**src/rtl/mm_operand_feeder_pkg.sv**
```systemverilog
// Shared constants and state encoding for the operand feeder and its skew selector.
package mm_operand_feeder_pkg;

    localparam int DATABUS     = 8;
    localparam int MM_N        = 4;
    localparam int ISSUE_LEN   = 2 * MM_N - 1;
    localparam int ISSUE_CNT_W = 3;

    localparam logic [ISSUE_CNT_W-1:0] LAST_ISSUE_T = ISSUE_CNT_W'(ISSUE_LEN - 1);

    typedef enum logic [1:0] {
        ST_IDLE  = 2'd0,
        ST_LOAD  = 2'd1,
        ST_ISSUE = 2'd2,
        ST_DONE  = 2'd3
    } feeder_state_t;

endpackage

```
**src/rtl/mm_skew_mux.sv**
```systemverilog
// Diagonal skew selector: for issue cycle t and column j it returns M[t-j][j],
// or zero when column j has not started yet or has already drained.
module mm_skew_mux
    import mm_operand_feeder_pkg::*;
#(
    parameter int DATA_W = DATABUS,
    parameter int N      = MM_N
) (
    input  logic [ISSUE_CNT_W-1:0]  i_t,
    input  logic [1:0]              i_col,
    input  logic [N*N*DATA_W-1:0]   i_rows,
    output logic [DATA_W-1:0]       o_data
);

    localparam int DIFF_W = ISSUE_CNT_W + 1;
    localparam logic [DIFF_W-1:0] ROW_COUNT = DIFF_W'(N);

    logic [DIFF_W-1:0] w_diff;
    logic              w_started;

    assign w_started = ({1'b0, i_t} >= {2'b00, i_col});
    assign w_diff    = {1'b0, i_t} - {2'b00, i_col};

    // Pick the element on the current anti-diagonal for this column, zero outside the window.
    always_comb begin
        o_data = '0;
        if (w_started && (w_diff < ROW_COUNT)) begin
            o_data = i_rows[(int'(w_diff[1:0]) * N + int'(i_col)) * DATA_W +: DATA_W];
        end
    end

endmodule

```
**src/rtl/mm_operand_feeder.sv**
```systemverilog
// Collects a 4x4 operand matrix row by row, then streams it onto the north edge
// of a systolic array with a one-cycle-per-column diagonal skew.
module mm_operand_feeder
    import mm_operand_feeder_pkg::*;
#(
    parameter int DATA_W = DATABUS,
    parameter int N      = MM_N
) (
    input  logic                clk,
    input  logic                rst,
    input  logic                wr_valid,
    output logic                wr_ready,
    input  logic [N*DATA_W-1:0] wr_row,
    input  logic                wr_conf,
    output logic                start,
    output logic                conf,
    output logic [DATA_W-1:0]   data_out0,
    output logic [DATA_W-1:0]   data_out1,
    output logic [DATA_W-1:0]   data_out2,
    output logic [DATA_W-1:0]   data_out3,
    output logic                busy,
    output logic                done
);

    feeder_state_t             r_state;
    logic [1:0]                r_rowCnt;
    logic [ISSUE_CNT_W-1:0]    r_issueT;
    logic                      r_confLatch;
    logic                      r_start;
    logic                      r_conf;
    logic                      r_busy;
    logic                      r_done;
    logic [DATA_W-1:0]         r_dataOut [N];
    logic [N*DATA_W-1:0]       r_rows [N];

    logic                      w_xfer;
    logic [ISSUE_CNT_W-1:0]    w_nextT;
    logic [N*N*DATA_W-1:0]     w_rowsFlat;
    logic [DATA_W-1:0]         w_skew [N];

    assign wr_ready = (r_state == ST_IDLE) || (r_state == ST_LOAD);
    assign w_xfer   = wr_valid && wr_ready;

    // The selectors look one cycle ahead so the registered outputs line up with the issue counter.
    assign w_nextT  = (r_state == ST_ISSUE) ? (r_issueT + ISSUE_CNT_W'(1)) : '0;

    assign start     = r_start;
    assign conf      = r_conf;
    assign busy      = r_busy;
    assign done      = r_done;
    assign data_out0 = r_dataOut[0];
    assign data_out1 = r_dataOut[1];
    assign data_out2 = r_dataOut[2];
    assign data_out3 = r_dataOut[3];

    // Row storage; only written on an accepted transfer, which cannot happen in ISSUE or DONE.
    always_ff @(posedge clk) begin
        if (w_xfer) begin
            r_rows[r_rowCnt] <= wr_row;
        end
    end

    // Flatten the stored rows so every column selector sees the whole matrix.
    always_comb begin
        w_rowsFlat = '0;
        for (int r = 0; r < N; r++) begin
            w_rowsFlat[r*N*DATA_W +: N*DATA_W] = r_rows[r];
        end
    end

    for (genvar j = 0; j < N; j++) begin : g_col
        mm_skew_mux #(
            .DATA_W (DATA_W),
            .N      (N)
        ) u_skewMux (
            .i_t    (w_nextT),
            .i_col  (2'(j)),
            .i_rows (w_rowsFlat),
            .o_data (w_skew[j])
        );
    end

    // Load/issue sequencer with every array-facing output registered.
    always_ff @(posedge clk or negedge rst) begin
        if (!rst) begin
            r_state     <= ST_IDLE;
            r_rowCnt    <= '0;
            r_issueT    <= '0;
            r_confLatch <= 1'b0;
            r_start     <= 1'b0;
            r_conf      <= 1'b0;
            r_busy      <= 1'b0;
            r_done      <= 1'b0;
            for (int j = 0; j < N; j++) begin
                r_dataOut[j] <= '0;
            end
        end else begin
            case (r_state)
                ST_IDLE: begin
                    if (w_xfer) begin
                        r_confLatch <= wr_conf;
                        r_rowCnt    <= 2'd1;
                        r_busy      <= 1'b1;
                        r_state     <= ST_LOAD;
                    end
                end
                ST_LOAD: begin
                    if (w_xfer) begin
                        r_rowCnt <= r_rowCnt + 2'd1;
                        if (r_rowCnt == 2'd3) begin
                            r_issueT <= '0;
                            r_start  <= 1'b1;
                            r_conf   <= r_confLatch;
                            for (int j = 0; j < N; j++) begin
                                r_dataOut[j] <= w_skew[j];
                            end
                            r_state  <= ST_ISSUE;
                        end
                    end
                end
                ST_ISSUE: begin
                    if (r_issueT == LAST_ISSUE_T) begin
                        r_start <= 1'b0;
                        r_conf  <= 1'b0;
                        r_done  <= 1'b1;
                        for (int j = 0; j < N; j++) begin
                            r_dataOut[j] <= '0;
                        end
                        r_state <= ST_DONE;
                    end else begin
                        r_issueT <= w_nextT;
                        for (int j = 0; j < N; j++) begin
                            r_dataOut[j] <= w_skew[j];
                        end
                    end
                end
                ST_DONE: begin
                    r_done      <= 1'b0;
                    r_busy      <= 1'b0;
                    r_confLatch <= 1'b0;
                    r_state     <= ST_IDLE;
                end
                default: begin
                    r_state <= ST_IDLE;
                end
            endcase
        end
    end

endmodule

```
**config.mk**
```make
export PLATFORM = sky130hd
export DESIGN_NAME = mm_operand_feeder
export DESIGN_NICKNAME = d
export VERILOG_FILES = /design/src/rtl/mm_operand_feeder_pkg.sv /design/src/rtl/mm_skew_mux.sv /design/src/rtl/mm_operand_feeder.sv
export SDC_FILE = /design/constraint.sdc
export NUM_CORES = 1
export LEC_CHECK = 0
export ABC_CLOCK_PERIOD_IN_PS = 5000
export CAP_MARGIN = 0
export CELL_PAD_IN_SITES_DETAIL_PLACEMENT = 1
export CELL_PAD_IN_SITES_GLOBAL_PLACEMENT = 2
export CORE_MARGIN = 10
export CORE_UTILIZATION = 45
export CTS_CLUSTER_DIAMETER = 120
export DETAILED_ROUTE_END_ITERATION = 16
export PLACE_DENSITY_LB_ADDON = 0.1
export SYNTH_ARGS = -nofsm -noshare
export SYNTH_HDL_FRONTEND = slang
export SYNTH_SLANG_ARGS = --single-unit
```
**constraint.sdc**
```tcl
create_clock -name clk -period 5 [get_ports clk]
set_input_delay 1.25 -clock clk [delete_from_list [all_inputs] [get_ports clk]]
set_output_delay 1.25 -clock clk [all_outputs]
set_load 0.005 [all_outputs]
```
==> results.py <==
metrics = {
    "clocking": {
        "h-tree-depth": 4,
        "tritoncts": "done",
        "cts_buffers": 17,
        "insertion_delay_ns": 0.43,
        "cts_setup_buffers": 0,
        "clk_pin_slew_ns": 0.07,
        "clock-root-buffer": "clkbuf_16",
        "hold_buffers": 0,
        "cts_num_sinks": 172,
        "clock_path_buffers": 2,
        "ctsResizeCount": 0,
    },
    "final_layout": {
        "fin_cells": 662,
        "areaGrowthSynthToFinish_pct": 20.9,
        "drive_gt1_frac": 0.138,
        "n_antenna_cell": 0,
        "fin_nets": 520,
    },
    "floorplanning": {
        "io-pin-count": 73,
        "die_x_um": 143,
        "die_height_um": 143,
        "rows": 44,
        "die_area_um2": 20500,
        "start_util": 0.465,
        "coreArea_um2": 14700,
    },
    "critical_path": {
        "r2r_start": "r_state[0]$_DFFE_PN0P_",
        "slowest_delay_ns": 0.64,
        "path_common_cell": "ha_1",
        "rrSetupSlack_ns": 1.45,
        "criticalPathCategory": "reg2reg",
        "slowest_stage": "a2111oi_4",
        "start_kind": "flip-flop",
        "crit_chain": "inv_1 -> ha_1 -> nor2b_1 -> buf_4 -> inv_1 -> ha_1 -> ha_1 -> nor2b_1 -> a31o_2 -> a2111oi_4 -> a22o_1",
        "crit_required_ns": 5.35,
        "ff2ff_path_depth": 11,
        "path_max_fanout": 19,
        "rr_endpoint": "data_out1[4]$_DFFE_PN0P_",
        "end_kind": "flip-flop",
        "cp.arrival_ns": 3.91,
    },
    "detailed_routing": {
        "initialDrtViolationCount": 222,
        "routedWlPerCell_um": 23.0,
        "avgViaCountPerCell": 5.80,
        "routed_wl_um": 15200,
        "detail-route-antenna-nets": 0,
        "num_vias": 3839,
        "drc": 0,
        "first_pass_iters": 5,
    },
    "power_and_ir_drop": {
        "switching_share": 0.330,
        "cellLeakagePower_nw": 2.93,
        "p_int_mw": 3.15,
        "power_mw": 4.70,
        "seqPwrFrac": 0.411,
        "total_switching_power_mw": 1.55,
        "pwr-share-clk": 0.266,
        "comb_power_share": 0.323,
        "powerDensity_nw_per_um2": 569,
        "vdd.ir_drop.worst_v": 0.000328,
    },
    "synth": {
        "ys_warn_count": 0,
        "netlist_instances": 392,
        "synth_flop_cell": "edfxtp_1",
        "synth-seq-area-share": 0.724,
        "synth-seq-cells": 172,
        "synth.avg_cell_area_um2": 17.4,
        "async_flop_share": 0.256,
        "synth_common_cells": "edfxtp_1 (128), dfrtp_1 (44), a22o_1 (32)",
        "synth.top_cells.by_area": "edfxtp_1 (56%), dfrtp_1 (16%), mux4_2 (5.3%)",
        "synth_cell_types": 38,
        "netlist.area_leader.share": 0.563,
        "synth_nets": 447,
        "synth_edf_count": 128,
        "yosysMostFrequentCell": "edfxtp_1",
        "netlist_area_um2": 6830,
        "yosysTopAreaCell": "edfxtp_1",
    },
    "grt": {
        "grt_pass1_vias": 4234,
        "grt_overflow": 0,
        "grt_pass1_wl_um": 23800,
        "grtUsageTotal": 0.155,
        "grt_max_degree": 45,
        "antenna_found_initial": 0,
    },
    "sta": {
        "timing_hold_violations_final": 0,
        "setup_ws_ns": 1.45,
        "min_period_over_period": 0.710,
        "period_minus_slack_ns": 3.55,
        "rsz0062_at_grt": "false",
        "finalSetupViolations": 0,
        "tightest_slew_ns": 1.15,
        "drv_slew": 0,
        "slew_headroom": 0.234,
        "finClkSkew_ns": 0.0163,
        "finalSetupTns_ns": 0,
        "max_freq_ghz": 0.282,
    },
    "placed_design": {
        "pre_cts_slack_ns": 1.35,
        "port_buffers": 72,
        "dp.cells": 630,
        "gp_congestion": 0.722,
        "dp_hpwl_um": 9060,
    },
    "min_path": {
        "hold_class": "reg2reg",
        "hold_depth": 1,
        "holdPathEnd": "data_out1[0]$_DFFE_PN0P_",
        "hp-start": "data_out1[0]$_DFFE_PN0P_",
    },
    "run_status": {
        "outcome": "finished clean",
    },
    "flow_run": {
        "cap_violations": 0,
    },
}
worst max-delay path by stage:
stage                                 start                       end  slack [ns]  cells after the start
floorplan           r_issueT[0]$_DFFE_PN0P_  data_out1[0]$_DFFE_PN0P_        1.64                     15
detailed placement                 wr_valid  data_out1[4]$_DFFE_PN0P_        1.35                      5
global route         r_state[0]$_DFFE_PN0P_  data_out1[4]$_DFFE_PN0P_        1.18                     11
global placement                   wr_valid  data_out1[0]$_DFFE_PN0P_        1.45                      5
CTS                  r_state[0]$_DFFE_PN0P_  data_out1[4]$_DFFE_PN0P_        1.39                     11
finish               r_state[0]$_DFFE_PN0P_  data_out1[4]$_DFFE_PN0P_        1.45                     11
state kept, by name, indices dropped and copies added, names as in the netlist:
name / count
data_out0: 8
r_state: 2
r_rows: 128
data_out2: 8
r_issueT: 3
r_rowCnt: 2
r_confLatch: 1
busy: 1
conf: 1
done: 1
data_out1: 8
start: 1
data_out3: 8
per-stage QoR:
| stage | util | cell area (µm²) | hold slack, ns |
|---|---|---|---|
| 2_1_floorplan | - | 6830 | 0.464 |
| 3_5_place_dp | 0.524 | 7700 | 0.494 |
| 3_3_place_gp | 0.524 | 7700 | 0.488 |
| 6_report | 0.562 | 8260 | 0.503 |
| 4_1_cts | 0.562 | 8260 | 0.509 |
| 5_1_grt | 0.562 | 8260 | 0.524 |
power groups by stage:
| stage | clock network [mW] | logic (mW) | registers (mW) |
|---|---|---|---|
| 6_report | 1.25 | 1.52 | 1.93 |
| 5_1_grt | 1.34 | 1.66 | 1.96 |
| 4_1_cts | 1.28 | 1.55 | 1.94 |
| 3_5_place_dp | 0 | 1.55 | 1.96 |
| 3_3_place_gp | 0 | 1.50 | 1.95 |
| 2_1_floorplan | 0 | 1.02 | 1.94 |
cells by family after synthesis:
family | synth area share
DFF | 0.724
AOI/OAI and AO/OA | 0.103
and+or+nand+nor | 0.0333
buffers and inverters | 0.0256
muxes | 0.0779
adders and majority gates | 0.0348
xor gates and xnor gates | 0.00128
metal layers:
metal	share of wire	GRT usage	vias up
met5	0	0	-
met4	0.011	0.0516	0
met3	0.057	0.0474	18
met2	0.50	0.258	98
met1	0.43	0.187	2013
li1	-	-	1710
area by class of cell:
class                           instances  area, µm²
Tap cell                              184        230
Multi-Input combinational cell        187       1730
Clock buffer                           18        429
Timing Repair Buffer                   76        746
Fill cell                            1330       6440
Inverter                               11       46.3
Clock inverter                         14        131
Sequential cell                       172       4940
worst max-delay path: cells and delay by family (launching register included):
| family | cells | cell delay [ns] |
|---|---|---|
| adder cells (fa/ha/maj) | 3 | 1.04 |
| buffers and inverters | 3 | 0.57 |
| AO/OA/AOI/OAI | 3 | 1.11 |
| flip-flops | 1 | 0.42 |
| AND/OR/NAND/NOR | 2 | 0.34 |
cell usage in the layout, fill, tap and decap left out, types with 2 or more instances in the layout:
cell,instances
a31oi_1,4
inv_6,6
inv_8,3
nor2b_1,5
clkinvlp_4,2
o21ai_0,8
a21oi_1,5
clkinv_4,2
o22ai_1,17
dfrtp_1,44
nand2_1,8
or2_2,2
and3_2,4
edfxtp_1,128
clkdlybuf4s50_1,71
mux4_2,16
ha_1,19
nand3_1,2
nor2_1,19
a22o_1,32
a221oi_1,16
inv_1,9
buf_4,4
clkbuf_16,17
mux2i_1,16
No activity file was read; power rests on OpenSTA's default activity.
